**config.mk**
```make
export PLATFORM = sky130hd
export DESIGN_NAME = hidden_cpu_fetch
export DESIGN_NICKNAME = d
export VERILOG_FILES = /design/src/rtl/hidden_cpu_pkg.sv /design/src/rtl/hidden_cpu_prog_mem.sv /design/src/rtl/hidden_cpu_fetch.sv
export SDC_FILE = /design/constraint.sdc
export NUM_CORES = 1
export LEC_CHECK = 0
export CAP_MARGIN = 20
export CELL_PAD_IN_SITES_DETAIL_PLACEMENT = 1
export CELL_PAD_IN_SITES_GLOBAL_PLACEMENT = 1
export CORE_MARGIN = 1
export CORE_UTILIZATION = 41
export DETAILED_ROUTE_END_ITERATION = 7
export PLACE_DENSITY = 0.72
export SLEW_MARGIN = 20
export SYNTH_ARGS = -nofsm -noshare
export SYNTH_HDL_FRONTEND = slang
export SYNTH_HIERARCHICAL = 1
export SYNTH_SLANG_ARGS = --single-unit
```
**constraint.sdc**
```tcl
create_clock -name clk -period 2.61 [get_ports clk]
set_input_delay 0.261 -clock clk [delete_from_list [all_inputs] [get_ports clk]]
set_output_delay 0.261 -clock clk [all_outputs]
set_load 0.01 [all_outputs]
```
**src/rtl/hidden_cpu_pkg.sv**
```systemverilog
// Shared types and constants for the HiddenCPU instruction-fetch stage.
// Instruction layout is {opcode[1:0], reg0Addr[1:0], reg1Addr[1:0]}.
package hidden_cpu_pkg;

    localparam int unsigned IW = 6;
    localparam logic [IW-1:0] NOP_INSTR = 6'h00;

    // Fetch FSM encoding
    typedef logic [1:0] state_t;
    localparam state_t S_IDLE = 2'd0;
    localparam state_t S_LOAD = 2'd1;
    localparam state_t S_RUN  = 2'd2;
    localparam state_t S_HALT = 2'd3;

    // Decode field positions within an instruction word
    localparam int unsigned OPC_MSB = 5;
    localparam int unsigned OPC_LSB = 4;
    localparam int unsigned RA_MSB  = 3;
    localparam int unsigned RA_LSB  = 2;
    localparam int unsigned RB_MSB  = 1;
    localparam int unsigned RB_LSB  = 0;

    typedef struct packed {
        logic [1:0] opc;
        logic [1:0] ra;
        logic [1:0] rb;
    } instr_t;

    function automatic instr_t to_instr(input logic [IW-1:0] word);
        return instr_t'(word);
    endfunction

endpackage

```
**src/rtl/hidden_cpu_prog_mem.sv**
```systemverilog
// Program store: DEPTH x IW register array, one synchronous write port and
// one combinational read port. Contents are intentionally not reset.
module hidden_cpu_prog_mem #(
    parameter int unsigned DEPTH = 16,
    parameter int unsigned IW    = 6
) (
    input  logic                     clk,
    input  logic                     we,
    input  logic [$clog2(DEPTH)-1:0] waddr,
    input  logic [IW-1:0]            wdata,
    input  logic [$clog2(DEPTH)-1:0] raddr,
    output logic [IW-1:0]            rdata
);

    logic [IW-1:0] mem [DEPTH];

    always_ff @(posedge clk) begin
        if (we) begin
            mem[waddr] <= wdata;
        end
    end

    assign rdata = mem[raddr];

endmodule

```
**src/rtl/hidden_cpu_fetch.sv**
```systemverilog
// Instruction-fetch stage for the HiddenCPU core: loads a program over a
// valid/ready port, then streams it by PC and halts when the PC leaves it.
module hidden_cpu_fetch
    import hidden_cpu_pkg::*;
#(
    parameter int unsigned DEPTH = 16,
    parameter int unsigned PCW   = 8
) (
    input  logic                   clk,
    input  logic                   rst,
    input  logic                   load_start,
    input  logic                   load_done,
    input  logic                   load_valid,
    output logic                   load_ready,
    input  logic [IW-1:0]          load_data,
    input  logic                   run,
    input  logic [PCW-1:0]         pc_in,
    output logic [IW-1:0]          instr_out,
    output logic                   cpu_rst,
    output logic                   halted,
    output logic [$clog2(DEPTH):0] prog_len
);

    localparam int unsigned AW   = $clog2(DEPTH);
    localparam int unsigned LENW = AW + 1;
    localparam int unsigned CMPW = (PCW > LENW) ? PCW : LENW;

    state_t            state;
    state_t            next_state;
    logic [LENW-1:0]   wptr;
    logic              accept;
    logic              last_write;
    logic              load_end;
    logic              pc_ok;
    logic [IW-1:0]     rdata;

    // A restart in LOAD drops that cycle's data
    assign accept     = (state == S_LOAD) && !load_start && load_valid && load_ready;
    assign last_write = accept && (wptr == LENW'(DEPTH - 1));
    assign load_end   = (state == S_LOAD) && !load_start && (last_write || load_done);

    // Full-width compare so any wrapped PC beyond the program halts
    assign pc_ok = CMPW'(pc_in) < CMPW'(prog_len);

    hidden_cpu_prog_mem #(
        .DEPTH (DEPTH),
        .IW    (IW)
    ) u_prog_mem (
        .clk   (clk),
        .we    (accept),
        .waddr (wptr[AW-1:0]),
        .wdata (load_data),
        .raddr (pc_in[AW-1:0]),
        .rdata (rdata)
    );

    // State register
    always_ff @(posedge clk) begin
        if (rst) begin
            state <= S_IDLE;
        end else begin
            state <= next_state;
        end
    end

    // Next-state logic; load_start outranks run in IDLE/HALT
    always_comb begin
        next_state = state;
        case (state)
            S_IDLE: begin
                if (load_start) begin
                    next_state = S_LOAD;
                end else if (run && (prog_len != '0)) begin
                    next_state = S_RUN;
                end
            end
            S_LOAD: begin
                if (load_start) begin
                    next_state = S_LOAD;
                end else if (last_write || load_done) begin
                    next_state = S_IDLE;
                end
            end
            S_RUN: begin
                if (!pc_ok) begin
                    next_state = S_HALT;
                end
            end
            S_HALT: begin
                if (load_start) begin
                    next_state = S_LOAD;
                end else if (run) begin
                    next_state = S_RUN;
                end
            end
            default: next_state = S_IDLE;
        endcase
    end

    // Control outputs decoded from the registered state only
    always_comb begin
        cpu_rst    = 1'b1;
        halted     = 1'b0;
        load_ready = 1'b0;
        case (state)
            S_LOAD: load_ready = (wptr < LENW'(DEPTH));
            S_RUN:  cpu_rst    = 1'b0;
            S_HALT: halted     = 1'b1;
            default: ;
        endcase
    end

    // Write pointer and latched program length
    always_ff @(posedge clk) begin
        if (rst) begin
            wptr     <= '0;
            prog_len <= '0;
        end else begin
            if (load_start && (state != S_RUN)) begin
                wptr <= '0;
            end else if (accept) begin
                wptr <= wptr + LENW'(1);
            end
            if (load_end) begin
                prog_len <= wptr + LENW'(accept);
            end
        end
    end

    // Registered instruction to the core; NOP outside a valid RUN fetch
    always_ff @(posedge clk) begin
        if (rst) begin
            instr_out <= NOP_INSTR;
        end else if ((state == S_RUN) && pc_ok) begin
            instr_out <= rdata;
        end else begin
            instr_out <= NOP_INSTR;
        end
    end

endmodule
```
==> summary.txt <==
Outcome
  – Status: finished clean

CTS
  – Post-cts hold buffer count: 0
  – Clock Sinks: around 110
  – H-tree depth: 4
  – Post-CTS setup buffers: 0
  – Clk Tree Root Cell: clkbuf_16
  – CTS tree: yes
  – Longest Clk Path Bufs: 2
  – Later-pin clock latency in the skew report: between 400 and 500 ps
  – Clk slew on worst S/H paths: 50 ps
  – Total CTS buffers: 17
  – CTS resizes: 0

Route
  – DR DRC count: 0
  – WL final: just over 10000 um
  – Routed Antenna Nets: 0
  – Initial DRC count: roughly 180
  – Vias/cell: ~5.4
  – Total number of vias: about 2700
  – WL per Instance: between 20 and 25 um
  – TritonRoute pass-1 iters: 4

Setup path
  – Max stage delay on crit path: 520 ps
  – CP top delay family: simple AND/OR/NAND/NOR gates
  – Worst Path Max Fanout: 10
  – CP bufs+invs: 2
  – Worst EP arrival: 2180 ps
  – Worst path slowest cell: nor2_1
  – CP Class: reg2reg
  – Worst Setup End Kind: flop
  – WP data required: 2640 ps
  – Crit path cell chain: inv_1 > ha_1 > and4bb_2 > buf_4 > nand3b_1 > nor2_1
  – Critical Path Start Type: flop

Synth
  – Top cells by area, synth: edfxtp_1 (61%), dfxtp_1 (7.6%), mux4_1 (6.7%)
  – Mapped Area: about 4700 um^2
  – Async S/R FF share, synth: 0%
  – Distinct cells, synth: 41
  – Synth Register Bits: around 110
  – Mean Syn Cell Area: 17.1 um^2
  – Post-synth top area share: 61.0%
  – Yosys Warn Count: 6
  – Post-synthesis mux area share: about 13%
  – Mapped Nets: 309
  – Number of synthesized flops with an enable pin: 96
  – Post-Synth XOR/XNOR Area: around 1.1%
  – Sequential share of the synthesized area: between 60% and 70%
  – Mapped Cells: 277
  – Compound-Gate Fraction of Synth Area: 4.53%
  – Adder-Cell Fraction of Synth Area: between 3 and 4%
  – Largest family of logic cells by synthesized area: multiplexers
  – Cell taking the most area after synthesis: edfxtp_1
  – Most frequently used flop master after synthesis: edfxtp_1
  – Simple-Gate Fraction of Synth Area: 7.67%

Global routing
  – Vias in the first global route: 2760
  – Total GRT Usage: about a fifth
  – Largest net degree at the start of global routing: 26
  – First-pass GRT wire length: 16000 um
  – Initial antenna violation count: 0
  – Overflow after GRT: 0

Run
  – Maxcap violations: 0

Place
  – Port Buffers: 33
  – Gpl congestion: 0.784
  – Dpl hpwl: roughly 6900 um

Power and ir drop
  – Peak VDD IR: just over 0.5 mV
  – Power density cells: 761 nW/um^2
  – Switching pwr: just over 900 uW
  – Logic pwr share: under 10%
  – Total Power: 4.47 mW
  – Switch share: between 20% and 30%
  – Sequential share of power: between 40 and 50%
  – Pleak: roughly 2 nW
  – Cell internal pwr: roughly 3.5 mW
  – Clock Power Share: between 40% and 50%

Die
  – Full die area: roughly 12000 um^2
  – Core area: around 11000 um^2
  – FP Rows: 38
  – Die extent in y: 109 um
  – IO Pins: 34
  – Horiz. Die Dim: 109 um
  – Initial core utilization: between 40% and 50%

Cells and area
  – Sequential Area: around 3200 um^2
  – Area of the multi-input gates: about 1400 um^2
  – Growth of design area from synthesis to finish: 24.3%
  – Nets: around 370
  – N_diodes: 0
  – Layout cell share with drive strength beyond 1: 18.2%
  – Core Util, Final: a little over half
  – FILL cells: roughly 1100

STA
  – Slew HR: 57.0%
  – Slew Limit Fails: 0
  – Setup TNS: 0 ps
  – Actual slew at the worst max-slew pin: roughly 640 ps
  – Unrepaired setup endpoints after global routing: no
  – Clk_skew: 21.9 ps
  – Hold Fails Final Rpt: 0
  – Min cycle time layout: 2150 ps
  – Fmax: around 470 MHz
  – Setup violations, final: 0
  – Final worst path period share: 82.3%
  – Hold WS: approximately 550 ps

Min path
  – HP Class: reg2reg
[logic make-up (layout without fill, tap and decap cells)]
group / count (synthesis) / after routing
AOI/OAI and AO/OA: 31 / 31
xor gates and xnor gates: 6 / 6
adders and majority gates: 12 / 12
buffers and inverters: 18 / 93
DFF: 114 / 114
muxes: 25 / 25
and+or+nand+nor: 71 / 71
[flip-flops by register name, indices dropped and copies added (netlist names)]
register and count:
prog_len 5, state 2, instr_out 6, u_prog_mem/mem 96, wptr 5
[worst reg2reg max path: stages, from the launching register on]
cell and delay (ps):
dfxtp_1 330, inv_1 100, ha_1 210, and4bb_2 250, buf_4 180, nand3b_1 170
nor2_1 520
[power groups by stage]
| stage | Sequential, mW | Combinational [mW] | Clock (mW) |
|---|---|---|---|
| final | 2.00 | 0.291 | 2.18 |
| after global routing | 2.00 | 0.320 | 2.30 |
| after CTS | 2.00 | 0.294 | 2.23 |
| after detailed placement | 2.04 | 0.291 | 0 |
| after global placement | 2.04 | 0.284 | 0 |
| after floorplan | 2.04 | 0.163 | 0 |
[layout make-up]
cell class / count / share of cell area, %
clock buffer: 21 / 7.67
clock inverter: 11 / 1.92
inverter: 9 / 0.575
multi-input combinational: 145 / 23.4
sequential: 114 / 55.2
tap: 140 / 2.98
timing repair buffer: 52 / 8.26
[per-stage QoR]
step / area (um^2) / instances / worst slack, ps
CTS: 5880 / 492 / 436
global route: 5880 / 492 / 350
global placement: 5310 / 460 / 277
detailed placement: 5310 / 460 / 177
finish: 5880 / 492 / 463
floorplan: 4730 / 277 / 371
[synth_stat cells (all sizes together), types with 3 or more instances]
master	n
edfxtp	96
nor2	25
mux4	24
dfxtp	18
a22oi	12
ha	12
nand2	12
inv	9
a21oi	7
and2	7
buf	7
nor2b	5
nor3	4
a211oi	3
nand2b	3
nand3	3
o21ai	3
xnor2	3
xor2	3
[cells in the final DEF (no fill, tap or decap), drive strengths merged, types with 12 or more instances in the layout]
cell type and count:
buf 19, clkdlybuf4s50 33, nor2 25, edfxtp 96, a22oi 12, ha 12
mux4 24, dfxtp 18, clkbuf 21, nand2 12
[path summary, 6_finish.rpt]
check | startpoint | endpoint | slack (ps) | cells after the start
worst max-delay path | state[1] | u_prog_mem/mem[9][4] | 460 | 6
worst min-delay path | prog_len[1] | prog_len[1] | 550 | 2
worst max register to register | state[1] | u_prog_mem/mem[9][4] | 460 | 6
worst min register to register | prog_len[1] | prog_len[1] | 550 | 2
[metal layers]
metal	GRT usage [%]	vias up	wire, um
met2	31.0	60	5190
met5	0	-	0
met4	8.29	0	137
met1	24.7	1356	4570
li1	-	1226	-
met3	6.34	16	433
Power figures use the tool's default switching activity.
